===== src/rtl/hr_local_inject_pkg.sv =====
// Shared flit layout and injection FSM encodings for the hierarchical-ring local inject NI.
package hr_local_inject_pkg;

  localparam int FLIT_W         = 144;
  localparam int FLIT_VALID_BIT = 12;
  localparam int FLIT_DST_LSB   = 0;
  localparam int FLIT_DST_W     = 4;

  typedef enum logic [1:0] {
    IDLE    = 2'd0,
    OFFER   = 2'd1,
    STARVED = 2'd2
  } inj_state_e;

endpackage


===== src/rtl/hr_flit_fifo.sv =====
// Flit FIFO with occupancy-derived full/empty; exposes the post-edge head so the
// consumer can register it with single-cycle latency.
module hr_flit_fifo
  import hr_local_inject_pkg::*;
#(
  parameter int DEPTH = 4,
  parameter int W     = FLIT_W
) (
  input  logic                     clk,
  input  logic                     rst,
  input  logic                     push_i,
  input  logic [W-1:0]             wr_data_i,
  input  logic                     pop_i,
  output logic                     full_o,
  output logic [$clog2(DEPTH):0]   count_o,
  output logic [$clog2(DEPTH):0]   count_next_o,
  output logic [W-1:0]             head_next_o
);

  localparam int AW = $clog2(DEPTH);
  localparam logic [AW:0] CNT_FULL = (AW+1)'(DEPTH);
  localparam logic [AW:0] CNT_ONE  = (AW+1)'(1);

  logic [W-1:0]  mem_q [DEPTH];
  logic [AW-1:0] wr_ptr_q, wr_ptr_d;
  logic [AW-1:0] rd_ptr_q, rd_ptr_d;
  logic [AW:0]   count_q, count_d;

  always_comb begin
    wr_ptr_d = push_i ? wr_ptr_q + AW'(1) : wr_ptr_q;
    rd_ptr_d = pop_i  ? rd_ptr_q + AW'(1) : rd_ptr_q;
    count_d  = count_q;
    if (push_i && !pop_i)      count_d = count_q + CNT_ONE;
    else if (!push_i && pop_i) count_d = count_q - CNT_ONE;
    // When nothing older survives this edge, the next head is the incoming word.
    if ((count_q == '0) || ((count_q == CNT_ONE) && pop_i)) head_next_o = wr_data_i;
    else                                                    head_next_o = mem_q[rd_ptr_d];
  end

  always_ff @(posedge clk) begin
    if (push_i) mem_q[wr_ptr_q] <= wr_data_i;
  end

  always_ff @(posedge clk or negedge rst) begin
    if (!rst) begin
      wr_ptr_q <= '0;
      rd_ptr_q <= '0;
      count_q  <= '0;
    end else begin
      wr_ptr_q <= wr_ptr_d;
      rd_ptr_q <= rd_ptr_d;
      count_q  <= count_d;
    end
  end

  assign full_o       = (count_q == CNT_FULL);
  assign count_o      = count_q;
  assign count_next_o = count_d;

endmodule


===== src/rtl/hr_local_inject.sv =====
// Local-port injection NI: core valid/ready into a flit FIFO, registered offer to the node
// with ack-based retry and starvation flag. Optional counters under HR_NI_STATS_EN.
//
// state   | meaning
// IDLE    | FIFO empty, nothing offered
// OFFER   | head offered, waiting fewer than STARVE_MAX cycles
// STARVED | head un-acked for STARVE_MAX cycles, starve asserted
module hr_local_inject
  import hr_local_inject_pkg::*;
#(
  parameter int DEPTH      = 4,
  parameter int STARVE_MAX = 16
) (
  input  logic                   clk,
  input  logic                   rst,
  input  logic [FLIT_W-1:0]      inj_flit,
  input  logic                   inj_valid,
  output logic                   inj_ready,
  output logic [FLIT_W-1:0]      port_local_o,
  input  logic                   portl_ack,
  output logic                   starve,
  output logic [$clog2(DEPTH):0] occupancy
`ifdef HR_NI_STATS_EN
  ,
  output logic [31:0]            stat_inj_cnt,
  output logic [31:0]            stat_retry_cnt
`endif
);

  localparam int WAIT_W = $clog2(STARVE_MAX) + 1;
  localparam int CNT_W  = $clog2(DEPTH) + 1;

  inj_state_e        state_q, state_d;
  logic [WAIT_W-1:0] wait_q, wait_d;
  logic [FLIT_W-1:0] port_local_q, port_local_d;
  logic [FLIT_W-1:0] wr_data, head_next;
  logic [CNT_W-1:0]  count, count_next;
  logic              full, push, pop, offer_vld, last_one;

  assign offer_vld = port_local_q[FLIT_VALID_BIT];
  assign push      = inj_valid && !full;
  assign pop       = portl_ack && offer_vld;
  assign last_one  = (count == CNT_W'(1)) && !push;

  always_comb begin
    wr_data                 = inj_flit;
    wr_data[FLIT_VALID_BIT] = 1'b1;
  end

  hr_flit_fifo #(
    .DEPTH (DEPTH),
    .W     (FLIT_W)
  ) u_fifo (
    .clk          (clk),
    .rst          (rst),
    .push_i       (push),
    .wr_data_i    (wr_data),
    .pop_i        (pop),
    .full_o       (full),
    .count_o      (count),
    .count_next_o (count_next),
    .head_next_o  (head_next)
  );

  assign port_local_d = (count_next != '0) ? head_next : '0;

  always_comb begin
    state_d = state_q;
    wait_d  = wait_q;
    unique case (state_q)
      IDLE: begin
        wait_d = '0;
        if (push) state_d = OFFER;
      end
      OFFER: begin
        if (pop) begin
          wait_d = '0;
          if (last_one) state_d = IDLE;
        end else begin
          wait_d = wait_q + WAIT_W'(1);
          if (wait_d == WAIT_W'(STARVE_MAX)) state_d = STARVED;
        end
      end
      STARVED: begin
        // wait_q stays pinned at STARVE_MAX until the head finally goes.
        if (pop) begin
          wait_d  = '0;
          state_d = last_one ? IDLE : OFFER;
        end
      end
      default: begin
        state_d = IDLE;
        wait_d  = '0;
      end
    endcase
  end

  always_ff @(posedge clk or negedge rst) begin
    if (!rst) begin
      state_q      <= IDLE;
      wait_q       <= '0;
      port_local_q <= '0;
    end else begin
      state_q      <= state_d;
      wait_q       <= wait_d;
      port_local_q <= port_local_d;
    end
  end

`ifdef HR_NI_STATS_EN
  logic [31:0] stat_inj_q, stat_retry_q;

  always_ff @(posedge clk or negedge rst) begin
    if (!rst) begin
      stat_inj_q   <= '0;
      stat_retry_q <= '0;
    end else begin
      if (pop)                   stat_inj_q   <= stat_inj_q + 32'd1;
      if (offer_vld && !portl_ack) stat_retry_q <= stat_retry_q + 32'd1;
    end
  end

  assign stat_inj_cnt   = stat_inj_q;
  assign stat_retry_cnt = stat_retry_q;
`endif

  assign inj_ready    = !full;
  assign port_local_o = port_local_q;
  assign starve       = (state_q == STARVED);
  assign occupancy    = count;

endmodule

===== config.mk =====
export PLATFORM = sky130hd
export DESIGN_NAME = hr_local_inject
export DESIGN_NICKNAME = d
export VERILOG_FILES = /design/src/rtl/hr_local_inject_pkg.sv /design/src/rtl/hr_flit_fifo.sv /design/src/rtl/hr_local_inject.sv
export SDC_FILE = /design/constraint.sdc
export NUM_CORES = 1
export LEC_CHECK = 0
export CAP_MARGIN = 5
export CELL_PAD_IN_SITES_DETAIL_PLACEMENT = 1
export CELL_PAD_IN_SITES_GLOBAL_PLACEMENT = 1
export CORE_ASPECT_RATIO = 2
export CORE_UTILIZATION = 42
export DETAILED_ROUTE_END_ITERATION = 16
export HOLD_SLACK_MARGIN = 0.12
export PLACE_DENSITY_LB_ADDON = 0.08
export SLEW_MARGIN = 20
export SYNTH_ARGS = -nofsm -noshare
export SYNTH_HDL_FRONTEND = slang
export SYNTH_SLANG_ARGS = --single-unit

===== constraint.sdc =====
create_clock -name clk -period 4.91 [get_ports clk]
set_input_delay 0.7365 -clock clk [delete_from_list [all_inputs] [get_ports clk]]
set_output_delay 0.7365 -clock clk [all_outputs]
set_load 0.01 [all_outputs]

== Yosys cells after proc, flatten, opt, wreduce, memory -nomap -nowiden ==
Memory sizes are Yosys's and may differ from the RTL's.
Cells that the tools add are included.
Word-level totals
  bits in registers: 158
  bits in latches: 0
  RAM bits: 572
  memory bits (read-only): 0
  logic and storage cells: 52
  memories kept: 1
Cells by class
  add/subtract/negate cells: 5
  multipliers: 0
  divide/modulo/power cells: 0
  $lt $le $gt $ge: 0
  eq/ne operators: 9
  shifts and indexed selects: 0
  mux-type cells: 17
  bitwise gates (word level): 0
  reduce and logical (&&, ||, !) cells: 14
Memories
  u_fifo.mem_q: words 4, bits a word 143, rd ports 1, clocked after memory_dff 0, write ports 1, line hr_flit_fifo.sv:24  | logic [W-1:0] mem_q [DEPTH];
Operator list (number)
  2-to-1 mux 144 bit: 2
  2-to-1 mux 2 bit: 6
  2-to-1 mux 5 bit: 2
  case mux 5 bit (2 select lines): 1
  logical AND 1 bit: 6
  2-to-1 mux 3 bit: 2
  case mux 2 bit (3 select lines): 1
  adder 5 x 1 -> 5 bit (second input constant): 1
  equality test 5 bit (second input constant): 1
  adder 2 x 1 -> 2 bit (second input constant): 2
  inequality test 2 x 1 -> 1 bit (second input constant): 2
  AND reduction 4 bit: 1
  adder 3 x 1 -> 3 bit (second input constant): 1
  equality test 3 x 1 -> 1 bit (second input constant): 1
  equality test 3 bit (second input constant): 1
  logical NOT 1 bit: 3
  logical NOT 3 bit: 1
  2-to-1 mux 1 bit: 3
  inequality test 3 x 2 -> 1 bit (second input constant): 1
  inequality test 3 bit (second input constant): 1
  nonzero test 3 bit: 1
  subtractor 3 x 1 -> 3 bit (second input constant): 1
  equality test 2 x 1 -> 1 bit (second input constant): 1
  equality test 2 bit (second input constant): 1
  other kinds (2): 2

== Logic depth before layout (Yosys ltp) ==
  word-level depth: 9
  gate-level depth with buffers: 10

== By module ==
A second synthesis with hierarchy kept.
Second synthesis, totals
  cells, all modules: 2147
  area, all modules: 33205.6 µm²
By module, submodules not included
  hr_flit_fifo: times used 1, cells each 1795, area an instance 28174.5 µm²
  hr_local_inject: times used 1, cells each 352, area an instance 5031.1 µm²

== Worst setup path after synthesis ==
OpenSTA, ideal clock, no wires.
  path kind: register to register
  start point: register u_fifo.count_q[0], in the netlist u_fifo.count_o[0]
  end point: memory u_fifo.mem_q[2][0] (netlist name) (enable)
  data arrival time: 4571 ps
  data required time: 4390 ps
  slack: -181 ps
  cell stages (with the launch flop): 6
  buffers on the path: 1
  clock period less this slack: 5091 ps
  cells stage by stage: dfrtp_1 -> inv_1 -> ha_1 -> a21boi_2 -> clkbuf_1 -> and2_1
On the way
  longest elaborated chain between the ends: 5
RTL lines
  start, declared: line hr_flit_fifo.sv:27  | logic [AW:0] count_q, count_d;
  start signal, assigned: line hr_flit_fifo.sv:52  | count_q <= count_d;
  equality test 3 bit: line hr_flit_fifo.sv:56  | assign full_o = (count_q == CNT_FULL);
  logical NOT 1 bit: line hr_local_inject.sv:41  | assign push = inj_valid && !full;
  logical AND 1 bit: line hr_local_inject.sv:41
  2-to-1 mux 1 bit: line hr_flit_fifo.sv:41  | if (push_i) mem_q[wr_ptr_q] <= wr_data_i;
  2-to-1 mux 1 bit (implied by the code): line hr_flit_fifo.sv:41
  end, declared: line hr_flit_fifo.sv:24
No other way between the ends.

== Worst setup path in the final report ==
  start point: register u_fifo.count_q[0], in the netlist u_fifo.count_o[0]
  end point: register port_local_q[101], in the netlist port_local_o[101]
On the way
  longest elaborated chain between the ends: 9
RTL lines
  equality test 3 bit: line hr_flit_fifo.sv:56
  logical NOT 1 bit: line hr_local_inject.sv:41
  logical AND 1 bit: line hr_local_inject.sv:41
  logical NOT 1 bit: line hr_flit_fifo.sv:34  | else if (!push_i && pop_i) count_d = count_q - CNT_ONE;
  logical AND 1 bit: line hr_flit_fifo.sv:34
  2-to-1 mux 3 bit: line hr_flit_fifo.sv:34
  2-to-1 mux 3 bit: line hr_flit_fifo.sv:33  | if (push_i && !pop_i) count_d = count_q + CNT_ONE;
  nonzero test 3 bit: line hr_local_inject.sv:65  | assign port_local_d = (count_next != '0) ? head_next : '0;
  2-to-1 mux 144 bit *: line hr_local_inject.sv:65
  net port_local_d[101]: line hr_local_inject.sv:35  | logic [FLIT_W-1:0] port_local_q, port_local_d;
  end signal, assigned: line hr_local_inject.sv:106  | port_local_q <= port_local_d;
  end, declared: line hr_local_inject.sv:35
The timed path passes the listed nets; every way through them passes the cells marked *.
A chain may end at the register's enable or synchronous reset.

==> flow_summary.json <==
{
  "fin_crit_ns": 3.418,
  "rsz0062_at_grt": "false",
  "drive_gt1_share_pct": 6.875,
  "chipHeight_microns": 368.7,
  "area_growth_pct": 21.47,
  "cts-root-buf": "clkbuf_16",
  "gr-total-overflow": 0,
  "fmax_mhz": 292.5,
  "nNetsFinal": 2374,
  "ys.warnings.count": 0,
  "cts_inserted_buffers": 67,
  "finalHoldViolCount": 0,
  "ys_ff_latch": 730,
  "wire_per_inst_microns": 24.93,
  "gp_congestion": 0.7089,
  "worstPathArrival_ns": 3.91,
  "tightest_slew_ns": 0.9748,
  "p_leak_nw": 12.07,
  "hold_path_class": "in -> async",
  "power_density_nw_per_um2": 685.7,
  "hold_buffers": 0,
  "holdWs_ns": 0.2534,
  "setup_viol": 0,
  "antenna_cells": 0,
  "cts_tree": "built",
  "syn-cell-area_sq_um": 28240,
  "synth_nets": 2125,
  "htreeDepth": 3,
  "ant_nets": 0,
  "grt_pass1_wl_microns": 119000,
  "fp.dieW_microns": 185.4,
  "tns_ns": 0,
  "synthCells": 1968,
  "dp_hpwl_microns": 41730,
  "first_pass_iters": 5,
  "synthArstFlopShare_pct": 21.64,
  "fill_cells": 6587,
  "ys_top_cells_by_area": "edfxtp_1 61%, dfrtp_1 14%, nand2_1 5.8%",
  "track_usage_pct": 23.32,
  "cts_sinks": 730,
  "power_mw": 23.53,
  "synth_edf_count": 572,
  "drv_cap": 0,
  "fin_crit_sh_pct": 69.62,
  "start_util_pct": 42.43,
  "cts_buffer_depth": 3,
  "drt-initial-drc-count": 933,
  "crit_fanout": 45,
  "wl_microns": 78590,
  "dieArea_sq_um": 68350,
  "criticalPathCategory": "reg -> reg",
  "status": "finished clean",
  "clk_latency_ns": 0.62,
  "yosysTopAreaCellShare_pct": 60.82,
  "maxSlewHeadroom_pct": 35.01,
  "vias_per_cell": 5.633,
  "final_core_util_pct": 51.54,
  "maxSlewViolCount": 0,
  "ctsResizeCount": 0,
  "antenna_found_initial": 9,
  "port_buffers": 295,
  "coreArea_sq_um": 66560,
  "synth_flop_cell": "edfxtp_1",
  "fin_skew_ns": 0.01567,
  "ios": 297,
  "synth.most_common_cell": "edfxtp_1",
  "crit_path_start_kind": "register",
  "syn_area_per_cell_sq_um": 14.35,
  "placementRows": 134,
  "grt_pass1_vias": 19640,
  "critPathCaptureType": "register",
  "ys_seq_area_share_pct": 74.82,
  "worstPathRequired_ns": 5.40,
  "drc_errors": 0,
  "postCtsSetupBuffers": 0,
  "synthTopCellsByCount": "572 x edfxtp_1, 433 x nand2_1, 158 x dfrtp_1",
  "grt_max_degree": 158,
  "path_clk_slew_ns": 0.07,
  "ys_types": 40,
  "via_count": 17760,
  "ir_drop_uv": 566.5,
  "synth_top_area_cell": "edfxtp_1"
}
==> layer usage <==
metal  wire, microns  vias up  track usage (%)  part of all wire [%]
met2           41040      381            41.54                    52
met3            4419      103            5.091                   5.6
met5             119        -                0                  0.15
met4            1460       18            7.216                   1.9
met1           31560     9309            27.63                    40
li1                -     7949                -                     -
==> worst max-delay path: stages (launching register included) <==
cell and delay (ns):
dfrtp_1 0.50, inv_1 0.11, ha_1 0.25, a21boi_2 0.64, nor2_1 0.20, or4_1 0.58, a21oi_4 0.21, buf_12 0.27
buf_4 0.37, a21oi_1 0.09
==> kinds of logic (layout without fill, tap and decap cells) <==
group | Yosys count | after routing | synth area share, %
fa+ha+maj | 9 | 9 | 0.3987
flops | 730 | 730 | 74.82
compound gates | 449 | 449 | 11.91
mux | 2 | 2 | 0.07088
buf+inv | 166 | 467 | 3.057
xor+xnor | 7 | 7 | 0.2437
simple gates | 605 | 605 | 9.502
==> layout by cell type, fill, tap and decap left out, drive strengths merged, types with 4 or more instances in the layout <==
master / instances
xnor2: 6
nand2: 433
a22oi: 4
and3: 144
ha: 9
clkinv: 15
a21oi: 146
inv: 11
clkbuf: 100
a211oi: 143
dfrtp: 158
and2: 7
clkdlybuf4s50: 294
nor2: 10
buf: 43
edfxtp: 572
a311o: 143
==> state kept, by name (all words and copies together) (netlist names) <==
name / cells
u_fifo.mem_q: 572
port_local_o: 144
wait_q: 5
u_fifo.count_o: 3
state_q: 2
u_fifo.rd_ptr_q: 2
u_fifo.wr_ptr_q: 2
==> power breakdown <==
group	internal, mW	switching [mW]	total [mW]
clock network	2.89	2.26	5.15
registers	8.44	0.509	8.95
logic	3.86	5.57	9.43
total	15.2	8.33	23.5
==> area by class of cell <==
type | count | area, sq um | area share [%]
clock buffers | 99 | 1929 | 5.624
clock inverters | 22 | 196.4 | 0.5726
inverters | 8 | 37.54 | 0.1094
multi-input cells | 1072 | 6304 | 18.37
flip-flops and latches | 730 | 21130 | 61.59
well taps | 884 | 1106 | 3.224
repair buffers | 338 | 3605 | 10.51
==> per-stage QoR <==
step / setup WS [ns] / instance area [sq um] / std cells
6_report: 1.492 / 34310 / 3153
5_1_grt: 1.283 / 34310 / 3153
4_1_cts: 1.444 / 34310 / 3153
3_5_place_dp: 1.078 / 32180 / 3032
3_3_place_gp: 1.128 / 32180 / 3032
2_1_floorplan: 1.404 / 28250 / 1968
==> path summary, 6_finish.rpt <==
| path | slack [ns] | cells after the start | startpoint | to |
|---|---|---|---|---|
| min in group clk | 0.49 | 1 | state_q[1] | state_q[0] |
| worst max-delay path | 1.49 | 9 | u_fifo.count_o[0] | port_local_o[101] |
| worst max register to register | 1.49 | 9 | u_fifo.count_o[0] | port_local_o[101] |
| worst min-delay path | 0.25 | 1 | rst | wait_q[4] |
| max in group asynchronous | 3.45 | 2 | rst | port_local_o[58] |
| worst min register to register | 0.49 | 1 | state_q[1] | state_q[0] |
Note: power is estimated with default switching activity, not from simulation.
